File: config.mk
export PLATFORM = sky130hd
export DESIGN_NAME = hkspi_responder
export DESIGN_NICKNAME = d
export VERILOG_FILES = /design/src/rtl/hkspi_responder.sv
export SDC_FILE = /design/constraint.sdc
export NUM_CORES = 1
export LEC_CHECK = 0
export CAP_MARGIN = 20
export CORE_UTILIZATION = 49
export DETAILED_ROUTE_END_ITERATION = 8
export GPL_ROUTABILITY_DRIVEN = 0
export PLACE_DENSITY = 0.75
export SETUP_SLACK_MARGIN = 0.15
export SYNTH_ARGS = -nofsm -noshare
export SYNTH_HDL_FRONTEND = slang
export SYNTH_SLANG_ARGS = --single-unit
File: constraint.sdc
create_clock -name clock -period 1.8 [get_ports clock]
set_input_delay 0.36 -clock clock [delete_from_list [all_inputs] [get_ports clock]]
set_output_delay 0.36 -clock clock [all_outputs]
set_load 0.03 [all_outputs]
File: src/rtl/hkspi_responder.sv
// Housekeeping SPI responder: oversamples SCK/CSB/SDI and decodes the command/address/data stream into register-file strobes.
// Optional HKSPI_BYTE_COUNT_EN: honor command bits[5:3] as a byte count, otherwise every command streams until CSB rises.
module hkspi_responder #(
    parameter int SYNC_STAGES = 2
) (
    input  logic       clock,
    input  logic       reset,
    input  logic       sck,
    input  logic       csb,
    input  logic       sdi,
    output logic       sdo,
    output logic       sdo_oe,
    output logic [7:0] reg_addr,
    output logic [7:0] reg_wdata,
    output logic       reg_we,
    output logic       reg_re,
    input  logic [7:0] reg_rdata,
    output logic       busy
);

    typedef enum logic [2:0] {S_IDLE, S_CMD, S_ADDR, S_DATA, S_HOLD} state_e;

    logic [SYNC_STAGES-1:0] sck_sync_q, csb_sync_q, sdi_sync_q;
    logic                   sck_prev_q, csb_prev_q;
    logic [SYNC_STAGES:0]   vld_q;
    logic                   sck_s, csb_s, sdi_s, sck_rise, sck_fall, csb_fall;

    state_e     state_q, state_d;
    logic [2:0] bit_cnt_q, bit_cnt_d;
    logic [6:0] rx_q, rx_d;
    logic [7:0] rx_byte;
    logic [7:0] tx_q, tx_d;
    logic [7:0] addr_q, addr_d, wdata_q, wdata_d;
    logic       sdo_q, sdo_d, wr_q, wr_d, rd_q, rd_d;
    logic       we_q, we_d, re_q, re_d, load_q, load_d, done_q, done_d, inc_q, inc_d;
    logic       last_byte;

    always_ff @(posedge clock or posedge reset) begin
        if (reset) begin
            sck_sync_q <= '0;
            csb_sync_q <= '1;
            sdi_sync_q <= '0;
            sck_prev_q <= 1'b0;
            csb_prev_q <= 1'b1;
            vld_q      <= '0;
        end else begin
            sck_sync_q <= {sck_sync_q[SYNC_STAGES-2:0], sck};
            csb_sync_q <= {csb_sync_q[SYNC_STAGES-2:0], csb};
            sdi_sync_q <= {sdi_sync_q[SYNC_STAGES-2:0], sdi};
            sck_prev_q <= sck_s;
            csb_prev_q <= csb_s;
            vld_q      <= {vld_q[SYNC_STAGES-1:0], 1'b1};
        end
    end

    assign sck_s    = sck_sync_q[SYNC_STAGES-1];
    assign csb_s    = csb_sync_q[SYNC_STAGES-1];
    assign sdi_s    = sdi_sync_q[SYNC_STAGES-1];
    assign sck_rise = sck_s & ~sck_prev_q;
    assign sck_fall = ~sck_s & sck_prev_q;
    // The reset value of the CSB pipeline is not a real pad sample, so a CSB held low through reset is no new edge.
    assign csb_fall = ~csb_s & csb_prev_q & vld_q[SYNC_STAGES];
    assign rx_byte  = {rx_q, sdi_s};

`ifdef HKSPI_BYTE_COUNT_EN
    logic [2:0] n_q, byte_cnt_q;
    always_ff @(posedge clock or posedge reset) begin
        if (reset) begin
            n_q        <= 3'd0;
            byte_cnt_q <= 3'd0;
        end else begin
            if (state_q == S_CMD && sck_rise && bit_cnt_q == 3'd7)
                n_q <= rx_byte[5:3];
            if (state_q == S_ADDR)
                byte_cnt_q <= 3'd0;
            else if (state_q == S_DATA && done_q)
                byte_cnt_q <= byte_cnt_q + 3'd1;
        end
    end
    assign last_byte = (n_q != 3'd0) && (byte_cnt_q + 3'd1 == n_q);
`else
    assign last_byte = 1'b0;
`endif

    always_ff @(posedge clock or posedge reset) begin
        if (reset) begin
            state_q   <= S_IDLE;
            bit_cnt_q <= 3'd0;
            rx_q      <= 7'd0;
            tx_q      <= 8'd0;
            addr_q    <= 8'd0;
            wdata_q   <= 8'd0;
            sdo_q     <= 1'b0;
            wr_q      <= 1'b0;
            rd_q      <= 1'b0;
            we_q      <= 1'b0;
            re_q      <= 1'b0;
            load_q    <= 1'b0;
            done_q    <= 1'b0;
            inc_q     <= 1'b0;
        end else begin
            state_q   <= state_d;
            bit_cnt_q <= bit_cnt_d;
            rx_q      <= rx_d;
            tx_q      <= tx_d;
            addr_q    <= addr_d;
            wdata_q   <= wdata_d;
            sdo_q     <= sdo_d;
            wr_q      <= wr_d;
            rd_q      <= rd_d;
            we_q      <= we_d;
            re_q      <= re_d;
            load_q    <= load_d;
            done_q    <= done_d;
            inc_q     <= inc_d;
        end
    end

    always_comb begin
        state_d   = state_q;
        bit_cnt_d = bit_cnt_q;
        rx_d      = rx_q;
        tx_d      = tx_q;
        addr_d    = addr_q;
        wdata_d   = wdata_q;
        sdo_d     = sdo_q;
        wr_d      = wr_q;
        rd_d      = rd_q;
        we_d      = 1'b0;
        re_d      = 1'b0;
        load_d    = re_q;
        done_d    = 1'b0;
        inc_d     = 1'b0;

        case (state_q)
            S_IDLE: begin
                sdo_d = 1'b0;
                if (csb_fall) begin
                    state_d   = S_CMD;
                    bit_cnt_d = 3'd0;
                end
            end
            S_CMD: begin
                if (sck_rise) begin
                    rx_d      = rx_byte[6:0];
                    bit_cnt_d = bit_cnt_q + 3'd1;
                    if (bit_cnt_q == 3'd7) begin
                        wr_d    = rx_byte[7];
                        rd_d    = rx_byte[6];
                        state_d = (rx_byte[7:6] == 2'b00) ? S_HOLD : S_ADDR;
                    end
                end
            end
            S_ADDR: begin
                if (sck_rise) begin
                    rx_d      = rx_byte[6:0];
                    bit_cnt_d = bit_cnt_q + 3'd1;
                    if (bit_cnt_q == 3'd7) begin
                        addr_d  = rx_byte;
                        re_d    = rd_q;
                        state_d = S_DATA;
                    end
                end
            end
            S_DATA: begin
                if (sck_rise) begin
                    rx_d      = rx_byte[6:0];
                    bit_cnt_d = bit_cnt_q + 3'd1;
                    if (bit_cnt_q == 3'd7) begin
                        if (wr_q)
                            wdata_d = rx_byte;
                        done_d = 1'b1;
                    end
                end
                if (sck_fall && rd_q) begin
                    sdo_d = tx_q[7];
                    tx_d  = {tx_q[6:0], 1'b0};
                end
                // Byte complete: write strobe first, then step the address and prefetch one cycle later.
                if (done_q) begin
                    we_d = wr_q;
                    if (last_byte)
                        state_d = S_HOLD;
                    else
                        inc_d = 1'b1;
                end
                if (inc_q) begin
                    addr_d = addr_q + 8'd1;
                    re_d   = rd_q;
                end
            end
            default: ;
        endcase

        if (load_q)
            tx_d = reg_rdata;

        if (csb_s) begin
            state_d = S_IDLE;
            we_d    = 1'b0;
            re_d    = 1'b0;
            done_d  = 1'b0;
            inc_d   = 1'b0;
            sdo_d   = 1'b0;
        end
    end

    assign sdo_oe    = (state_q == S_DATA) && rd_q;
    assign sdo       = sdo_q & sdo_oe;
    assign reg_addr  = addr_q;
    assign reg_wdata = wdata_q;
    assign reg_we    = we_q;
    assign reg_re    = re_q;
    assign busy      = ~csb_s;

endmodule

==> reports/results.tsv, run 1 <==
metric	value	unit
reg2reg_depth	6	
setup_violations	0	
rsz0062_at_grt	true	
cp.arrival	1.40	ns
ys_types	41	
cp_slowest_cell	dfrtp_1	
grt_use_met1	0.301	
wire_per_inst	15.1	microns
initial_utilization	0.513	
clockBufferDepth	2	
grtUsageTotal	0.204	
first_pass_iters	4	
slew_violations	0	
ys_seq_elements	56	
clk_pin_slew_worst_paths	0.09	ns
grt_pass1_wl	8060	microns
grt_util_met2	0.298	
clk_latency	0.31	ns
avgSynthCellArea	11.8	sq um
min_from	sdi_sync_q[0]	
drc	0	
yosys.area.top_type	dfrtp_1	
dpl_cell_area	0.00291	sq mm
fin_util	0.657	
syn_inst	208	
path_depth	4	
num_antenna_cells	0	
cpLargestDelayFamily	simple AND/OR/NAND/NOR gates	
syn-num-nets	225	
end_kind	output port	
clock_skew	0.00517	ns
syn_to_final_growth	28.0	%
grtUsageMet3	0.0470	
async_reset_ff_frac	1.00	
period_minus_slack	1.76	ns
port_buffers	33	
grt_max_degree	28	
max_cap_violations	0	
netlist_top_cells_area	dfrtp_1 (54%), mux2_4 (4.9%), a21oi_1 (4.5%)	
die_h	72.8	microns
status	complete, no violations	
crit_path_frequent_cell	buf_6	
p_leak	1.55	nW
synth_warnings	0	
ys_top_cells_by_count	dfrtp_1 (53), a21oi_1 (22), nand2_1 (16)	
coreArea	0.00479	sq mm
via_per_inst	5.30	
die-area	0.00530	sq mm
total_power	2.27	mW
hp-class	reg -> reg	
cpPeakStageDelay	0.40	ns
die_x	72.8	microns
worstSetupPathType	reg -> out	
root_buffer	clkbuf_8	
ios	34	
cts_tree	done	
ys.flop_type	dfrtp_1	
final_layout_size_suffix_gt1_frac	0.261	
rrSetupSlack	0.17	ns
fmax	570	MHz
stdcell_area	0.00315	sq mm
cp.required	1.44	ns
row_count	25	
worstPathMaxFanout	5	
clkSinkCount	56	
grt_pass1_vias	1606	
grt.busiest_layer	met1	
yosysSeqAreaShare	0.572	
synth.most_common_cell	dfrtp_1	
antenna_left	0	
place.detailed.hpwl	3260	microns
first_iter_violations	126	
max-vdd-ir-drop	0.584	mV
cts_buffers	5	
crit_chain	and3b_1 > buf_6 > and3_4 > buf_6	
layout.nets	277	
synth_edf_count	0	
min_to	sdi_sync_q[1]	
antenna_found_initial	0	
rr_endpoint	sdo_q	
finalHoldViolations	0	
vias	1740	
syn_area	0.00246	sq mm
r2r_start	state_q[2]	
routed_wl	4970	microns
h-tree-depth	2	
period_share	0.975	
start_kind	register	
overflow	0	
worstHoldPathCells	0	
power_density	721	mW/mm^2
synth_top_area_frac	0.540	
cp.buffers_inverters	2	
-- flip-flops by register name, indices dropped and copies added, names as in the netlist --
register,count
bit_cnt_q,3
tx_q,8
csb_prev_q,1
state_q,3
sck_prev_q,1
reg_wdata,8
done_q,1
inc_q,1
rx_q,7
csb_sync_q,2
sck_sync_q,2
wr_q,1
rd_q,1
vld_q,3
sdo_q,1
reg_addr,8
reg_re,1
reg_we,1
sdi_sync_q,2
load_q,1
-- area by class of cell --
cell class | instances | area (sq um)
Sequential cell | 56 | 1410
Clock buffer | 6 | 72.6
Fill cell | 388 | 1640
Tap cell | 67 | 83.8
Multi-Input combinational cell | 139 | 1040
Clock inverter | 2 | 35.0
Timing Repair Buffer | 53 | 488
Inverter | 5 | 22.5
-- repair_timing --
action,CTS,global route
resized for setup,28,11
gates cloned,0,0
pin swaps,3,5
setup endpoints to repair,35,28
hold buffers,0,0
buffers inserted,5,5
-- layer usage --
layer  vias up  part of all wire  routed length [microns]
met5         -                 0                        0
met4         0             0.015                       74
met3         8             0.044                      221
met2        45              0.45                     2250
met1       852              0.49                     2420
li1        835                 -                        -
-- cells in the final DEF, fill, tap and decap left out, types with 7 or more instances in the layout --
cell,count
a21oi_1,22
buf_4,16
clkdlybuf4s50_1,12
dfrtp_1,52
dlygate4sd2_1,18
mux2_2,9
mux2_4,8
nand2_1,16
nand3_1,8
nor2_1,9
nor2b_1,8
o21ai_0,7
-- worst max-delay path by stage --
stage / startpoint / to / slack (ns)
after floorplan: bit_cnt_q[0] / reg_wdata[0] / 0.17
after detailed placement: bit_cnt_q[0] / reg_wdata[6] / -0.07
after CTS: state_q[2] / sdo / 0.03
final: state_q[2] / sdo / 0.04
after global placement: bit_cnt_q[0] / reg_wdata[3] / -0.005
after global routing: state_q[2] / sdo / -0.009
-- through the flow --
step | hold slack (ns) | cells | setup WS [ns] | TNS, ns
6_report | 0.354 | 328 | 0.0446 | 0
5_1_grt | 0.367 | 328 | -0.00930 | -0.00930
4_1_cts | 0.358 | 323 | 0.0291 | 0
3_5_place_dp | 0.337 | 310 | -0.0653 | -0.513
3_3_place_gp | 0.333 | 310 | -0.00515 | -0.0374
2_1_floorplan | 0.331 | 208 | 0.172 | 0
-- power by group --
part | internal (mW) | leakage [nW] | total, mW | switching, mW
combinational | 0.0764 | 0.785 | 0.141 | 0.0641
sequential | 1.29 | 0.707 | 1.32 | 0.0294
clock | 0.413 | 0.0552 | 0.806 | 0.393
-- cells by family (layout without fill, tap and decap cells) --
group	Yosys count	after routing	synth area share
other	1	1	0.00153
buffers and inverters	13	66	0.0321
adders and majority gates	4	4	0.0204
and+or+nand+nor	72	72	0.174
DFF	56	56	0.572
muxes	19	19	0.0988
AOI/OAI and AO/OA	43	43	0.102
No activity file was read; power rests on OpenSTA's default activity.
==> run 2: changes to the inputs <==
CTS_CLUSTER_SIZE = 16   (was not set)
==> results of run 2 <==
Final layout, timing and power as in run 1 (identical DEF).
